<file path="src/rtl/level_timed_data_shift_pkg.sv">
// Shared defaults and the launch-point helper for the level-timed serial transmitter.
// Pure constants and functions: no latency and no backpressure.
package level_shift_pkg;

  localparam int unsigned LS_HALF_PERIOD = 5;
  localparam int unsigned LS_DATA_WIDTH  = 8;
  localparam logic [LS_DATA_WIDTH-1:0] LS_DATA = 8'hA5;

  // Divider count at which sda is launched: the middle of the sclk-low level.
  function automatic int unsigned ls_launch_idx(input int unsigned half_period);
    return half_period / 2;
  endfunction

endpackage

</file>
<file path="src/rtl/level_timed_data_shift_if.sv">
// Serial bus bundle (sclk/sda) between the transmitter and its observer.
// Wires only: no latency and no backpressure.
interface level_timed_data_shift_if;

  logic sclk;
  logic sda;

  modport master (output sclk, output sda);
  modport slave  (input  sclk, input  sda);

endinterface

</file>
<file path="src/rtl/level_timed_data_shift_sclk_divider.sv">
// Divides clk down to sclk and flags the mid-low launch point for sda.
// sclk is registered; launch is decoded from the current divider state. No backpressure.
module sclk_divider
  import level_shift_pkg::*;
#(
  parameter int unsigned HALF_PERIOD = LS_HALF_PERIOD
) (
  input  logic clk,
  input  logic rst_n,
  output logic o_sclk,
  output logic o_launch
);

  localparam int unsigned CW = (HALF_PERIOD > 1) ? $clog2(HALF_PERIOD) : 1;
  localparam logic [CW-1:0] LAST_CNT   = CW'(HALF_PERIOD - 1);
  localparam logic [CW-1:0] LAUNCH_CNT = CW'(ls_launch_idx(HALF_PERIOD));

  logic [CW-1:0] r_div_cnt;
  logic          r_sclk;

  always_ff @(posedge clk or negedge rst_n) begin
    if (!rst_n) begin
      r_div_cnt <= '0;
      r_sclk    <= 1'b0;
    end else if (r_div_cnt == LAST_CNT) begin
      r_div_cnt <= '0;
      r_sclk    <= ~r_sclk;
    end else begin
      r_div_cnt <= r_div_cnt + CW'(1);
    end
  end

  // Consumed on the same edge by the sda flop, so sda moves one cycle after this state.
  assign o_launch = ~r_sclk && (r_div_cnt == LAUNCH_CNT);
  assign o_sclk   = r_sclk;

endmodule

</file>
<file path="src/rtl/level_timed_data_shift.sv">
// Free-running serial source: shifts DATA out MSB first on sda, launched mid sclk-low.
// Outputs straight from flops; one bit per 2*HALF_PERIOD clk cycles; no backpressure.
module level_timed_data_shift
  import level_shift_pkg::*;
#(
  parameter int unsigned HALF_PERIOD = LS_HALF_PERIOD,
  parameter int unsigned DATA_WIDTH  = LS_DATA_WIDTH,
  parameter logic [DATA_WIDTH-1:0] DATA = DATA_WIDTH'(LS_DATA)
) (
  input  logic                      clk,
  input  logic                      rst_n,
  level_timed_data_shift_if.master  bus
);

  localparam int unsigned IW = (DATA_WIDTH > 1) ? $clog2(DATA_WIDTH) : 1;
  localparam logic [IW-1:0] MSB_IDX = IW'(DATA_WIDTH - 1);

  generate
    if (HALF_PERIOD < 2) begin : g_bad_half_period
      $error("level_timed_data_shift: HALF_PERIOD must be at least 2");
    end
  endgenerate

  logic          w_sclk;
  logic          w_launch;
  logic [IW-1:0] r_bit_idx;
  logic          r_sda;

  sclk_divider #(
    .HALF_PERIOD (HALF_PERIOD)
  ) u_div (
    .clk      (clk),
    .rst_n    (rst_n),
    .o_sclk   (w_sclk),
    .o_launch (w_launch)
  );

  // sda idles high; words run back to back with no framing.
  always_ff @(posedge clk or negedge rst_n) begin
    if (!rst_n) begin
      r_sda     <= 1'b1;
      r_bit_idx <= MSB_IDX;
    end else if (w_launch) begin
      r_sda     <= DATA[r_bit_idx];
      r_bit_idx <= (r_bit_idx == '0) ? MSB_IDX : (r_bit_idx - IW'(1));
    end
  end

  assign bus.sclk = w_sclk;
  assign bus.sda  = r_sda;

endmodule

</file>
<file path="src/flat_wrapper.sv">
// flat-port wrapper written by rule: the top's interface ports become plain ports
module level_timed_data_shift_flat import level_shift_pkg::*;
#(
  parameter int unsigned HALF_PERIOD = LS_HALF_PERIOD,
  parameter int unsigned DATA_WIDTH  = LS_DATA_WIDTH,
  parameter logic [DATA_WIDTH-1:0] DATA = DATA_WIDTH'(LS_DATA)
)
  (clk, rst_n, bus_sclk, bus_sda);
  level_timed_data_shift_if bus_i ();
  input  logic clk;
  input  logic rst_n;
  output wire logic [$bits(bus_i.sclk)-1:0] bus_sclk;
  output wire logic [$bits(bus_i.sda)-1:0] bus_sda;
  assign bus_sclk = bus_i.sclk;
  assign bus_sda = bus_i.sda;
  level_timed_data_shift #(.HALF_PERIOD(HALF_PERIOD), .DATA_WIDTH(DATA_WIDTH), .DATA(DATA)) u_core (.clk(clk), .rst_n(rst_n), .bus(bus_i));
endmodule
</file>
<file path="config.mk">
export PLATFORM = sky130hd
export DESIGN_NAME = level_timed_data_shift_flat
export DESIGN_NICKNAME = d
export VERILOG_FILES = /design/src/rtl/level_timed_data_shift_pkg.sv /design/src/rtl/level_timed_data_shift_if.sv /design/src/rtl/level_timed_data_shift_sclk_divider.sv /design/src/rtl/level_timed_data_shift.sv /design/src/flat_wrapper.sv
export SDC_FILE = /design/constraint.sdc
export NUM_CORES = 1
export LEC_CHECK = 0
export CAP_MARGIN = 30
export CORE_AREA = 2 2 39 41
export DETAILED_ROUTE_END_ITERATION = 8
export DIE_AREA = 0 0 41 43
export MAX_ROUTING_LAYER = met4
export PLACE_DENSITY = 0.55
export RECOVER_POWER = 50
export SLEW_MARGIN = 20
export SYNTH_ARGS = -nofsm -noshare
export SYNTH_HDL_FRONTEND = slang
export SYNTH_SLANG_ARGS = --single-unit
</file>
<file path="constraint.sdc">
create_clock -name clk -period 3.32 [get_ports clk]
set_input_delay 0.83 -clock clk [delete_from_list [all_inputs] [get_ports clk]]
set_output_delay 0.83 -clock clk [all_outputs]
set_load 0.05 [all_outputs]
</file>
==> results of run 1 <==
## kinds of logic (layout without fill, tap and decap cells)
group | Yosys count | in the layout | share of synthesized area [%]
muxes | 5 | 5 | 14.1
buffers and inverters | 5 | 11 | 4.72
adders and majority gates | 5 | 5 | 15.7
DFF | 8 | 8 | 51.6
AOI/OAI and AO/OA | 1 | 1 | 1.26
and+or+nand+nor | 4 | 4 | 8.18
xor gates and xnor gates | 2 | 2 | 4.40
## power breakdown
| group | total [uW] | internal, uW | leakage, uW | switching [uW] |
|---|---|---|---|---|
| logic | 2.56 | 0.809 | 0.000132 | 1.75 |
| registers | 97.9 | 97.9 | 0.0000882 | 0 |
| clock network | 72.5 | 41.2 | 0.0000138 | 31.2 |
## worst min path at each step
| stage | start | to | slack [ps] | cells past startpoint |
|---|---|---|---|---|
| floorplan | u_core.u_div.r_div_cnt[0] | u_core.u_div.r_div_cnt[0] | 430 | 1 |
| global placement | u_core.u_div.r_div_cnt[0] | u_core.u_div.r_div_cnt[0] | 440 | 1 |
| detailed placement | u_core.u_div.r_div_cnt[0] | u_core.u_div.r_div_cnt[0] | 470 | 1 |
| CTS | u_core.u_div.r_div_cnt[0] | u_core.u_div.r_div_cnt[0] | 480 | 1 |
| global route | u_core.u_div.r_div_cnt[0] | u_core.u_div.r_div_cnt[0] | 480 | 1 |
| finish | u_core.u_div.r_div_cnt[0] | u_core.u_div.r_div_cnt[0] | 480 | 1 |
## per-layer routing
metal / GRT usage (%) / share of wire [%]
met1: 8.58 / 43
met2: 12.5 / 51
met3: 5.24 / 5.8
met4: 8.00 / 0
met5: - / 0
## flip-flops by register name (all words and copies together), names as in the netlist
register and count:
u_core.bus.sda 1, u_core.r_bit_idx 3, u_core.u_div.o_sclk 1, u_core.u_div.r_div_cnt 3
## metrics by stage
stage,total power [uW],hold WS (ps),worst slack [ps],util [%],area [um^2]
floorplan,99.4,427,1820,-,398
global placement,102,441,1190,32.4,448
detailed placement,102,472,1190,32.4,448
CTS,177,479,910,34.0,470
global route,183,484,882,34.0,470
finish,173,476,929,34.0,470
## worst reg2reg max path: stages, from the launching register on
cell and delay [ps]:
dfrtp_1 400, inv_1 90, ha_1 140, nor3b_4 310, mux2_4 330
## layout by cell type, fill, tap and decap left out
| cell | synthesis | layout |
|---|---|---|
| a21oi_1 | 1 | 1 |
| clkbuf_4 | 0 | 3 |
| clkdlybuf4s50_1 | 0 | 2 |
| dfrtp_1 | 4 | 4 |
| dfstp_2 | 4 | 4 |
| dlygate4sd3_1 | 0 | 1 |
| ha_1 | 5 | 5 |
| inv_1 | 5 | 5 |
| mux2_2 | 1 | 1 |
| mux2_4 | 1 | 1 |
| mux2i_1 | 3 | 3 |
| nand2_1 | 1 | 1 |
| nor2_1 | 1 | 1 |
| nor2b_1 | 1 | 1 |
| nor3b_4 | 1 | 1 |
| xnor2_1 | 2 | 2 |
## final cells by class
type                    count  area (um^2)  share of cell area [%]
clock buffers               3         22.5                    4.79
multi-input cells          17          174                    37.0
repair buffers              3         30.0                    6.38
well taps                  16         20.0                    4.26
inverters                   5         18.8                    3.99
flip-flops and latches      8          205                    43.6
==> out/metrics.json, run 1 <==
{
  "die": {
    "dieArea_um2": 1760,
    "fp.coreArea_um2": 1380,
    "die-height_um": 43,
    "initial_core_utilization_pct": 28.8,
    "num_rows": 14,
    "die-width_um": 41,
    "io_count": 4
  },
  "cts": {
    "cts_resized": 0,
    "cts_hold_buf": 0,
    "clock_path_buffers": 2,
    "clkSlewWorstSetupHoldPaths_ps": 50,
    "cts.sinks": 8,
    "clk_root_buffer_cell": "clkbuf_4",
    "cts_post_setup_buffers_inserted": 0,
    "clock_tree.htree_level_count": 1,
    "clock_tree_from_tritoncts": "yes",
    "numCtsBuffers": 3,
    "clock_latency_reported_for_the_late_side_of_the_worst_skew_pair_ps": 250
  },
  "routing": {
    "route.detailed.drc": 0,
    "drt_pass1_iterations": 2,
    "initialDrtViolationCount": 1,
    "drt-vias-per-instance": 4.25,
    "routed_wl_um": 566,
    "routed_length_per_instance_um": 10.9,
    "ant_nets": 0,
    "num_vias": 221
  },
  "logic_synthesis": {
    "synth_commonest_cells": "5 x ha_1, 5 x inv_1, 4 x dfrtp_1, 4 x dfstp_2, 3 x mux2i_1",
    "synth_nets": 37,
    "synth.area.top_cells": "dfstp_2 26%, dfrtp_1 25%, ha_1 16%",
    "synth-edff-count": 0,
    "synth_ff_type": "dfstp_2",
    "share_of_async_settable_or_async_resettable_flops_after_synthesis_pct": 100,
    "postSynthCellCount": 30,
    "total_standard_cell_area_after_synthesis_um2": 398,
    "yosys_register_bits": 8,
    "avgSynthCellArea_um2": 13.3,
    "netlist.top_cell.by_area": "dfstp_2",
    "post-synth-top-area-fraction_pct": 26.4,
    "seq_area_frac_synth_pct": 51.6,
    "synth.lib_cells_used.distinct": 13,
    "ys_warn_count": 0
  },
  "global_route": {
    "grt_total_usage_pct": 9.13,
    "wire_length_of_the_first_global_routing_pass_um": 945,
    "number_of_antenna_violations_at_the_first_check_in_global_routing": 0,
    "grt_start_max_net_pins": 9,
    "grt_overflow_total": 0,
    "first_global_vias": 254
  },
  "worst_setup_path": {
    "worst-r2r-cell-count": 4,
    "type_of_the_setup_path_with_the_least_slack": "flip-flop to output pin",
    "reg2reg_setup_slack_ps": 1970,
    "arrival_ps": 1560,
    "path_buf_inv": 1,
    "worst_setup_path_end_kind": "output pin",
    "r2r_start": "u_core.u_div.r_div_cnt[0]",
    "crit_fanout": 2,
    "cpPeakStageDelay_ps": 790,
    "crit_required_ps": 2490,
    "worst-path-stages": 1,
    "worstSetupStartpoint": "u_core.bus.sda",
    "timing.critical_path.max_delay_family": "buffers and inverters",
    "timing.critical_path.cells": "clkdlybuf4s50_1",
    "setup.worst_path.start_class": "flip-flop",
    "critPathCapture": "bus_sda",
    "worstReg2RegEnd": "u_core.bus.sda",
    "worst_path_max_delay_cell": "clkdlybuf4s50_1"
  },
  "placed_design": {
    "place_inst": 49,
    "buffer_ports.inserted": 3,
    "final_estimated_routing_congestion_in_global_placement": 0.585,
    "dp.final_hpwl_um": 452
  },
  "finish": {
    "drive_gt1_share_pct": 27.8,
    "layout.filler_cells": 148,
    "finish.net_count": 45,
    "antenna_cells_inserted": 0,
    "final-instance-count-excl-fill": 52,
    "synthToLayoutAreaGrowth_pct": 18.2
  },
  "pwr": {
    "power_density_nw_per_um2": 368,
    "power.ir.vdd_worst_v": 0.000131,
    "power_leakage_uw": 0.000234
  },
  "hold_path": {
    "hold_class": "flip-flop to flip-flop"
  },
  "job": {
    "cap_violations": 0
  },
  "sta": {
    "final-setup-viol-count": 0,
    "max_slew_margin_pct": 66.6,
    "unrepaired_setup_endpoints_after_global_routing": "no",
    "final-hold-violation-count": 0,
    "timing.setup.tns_ps": 0,
    "finalClockSkew_ps": 2.81,
    "post-route-min-period_ps": 2390,
    "worst_slew_pin_slew_ps": 499,
    "maxClockFrequency_mhz": 418,
    "finalCritPeriodShare_pct": 72.0,
    "timing.final.max_slew_violations": 0
  },
  "run_status": {
    "status": "finished, final reports clean"
  }
}
Power figures use the tool's default switching activity.
==> inputs of run 2 (changes only) <==
==> constraint.sdc (replaced) <==
create_clock -name clk -period 2.25 [get_ports clk]
set_input_delay 0.5625 -clock clk [delete_from_list [all_inputs] [get_ports clk]]
set_output_delay 0.5625 -clock clk [all_outputs]
set_load 0.05 [all_outputs]
==> results of run 2 <==
The final DEF is identical to that of run 1. Status: finished, final reports clean.
Main changes from that run: setup slack after placement 1190 ps -> 385 ps; setup slack after layout 929 ps -> 126 ps; register-to-register setup slack 1970 ps -> 900 ps; total power 173 uW -> 255 uW; worst IR drop on VDD 0.000131 V -> 0.000193 V
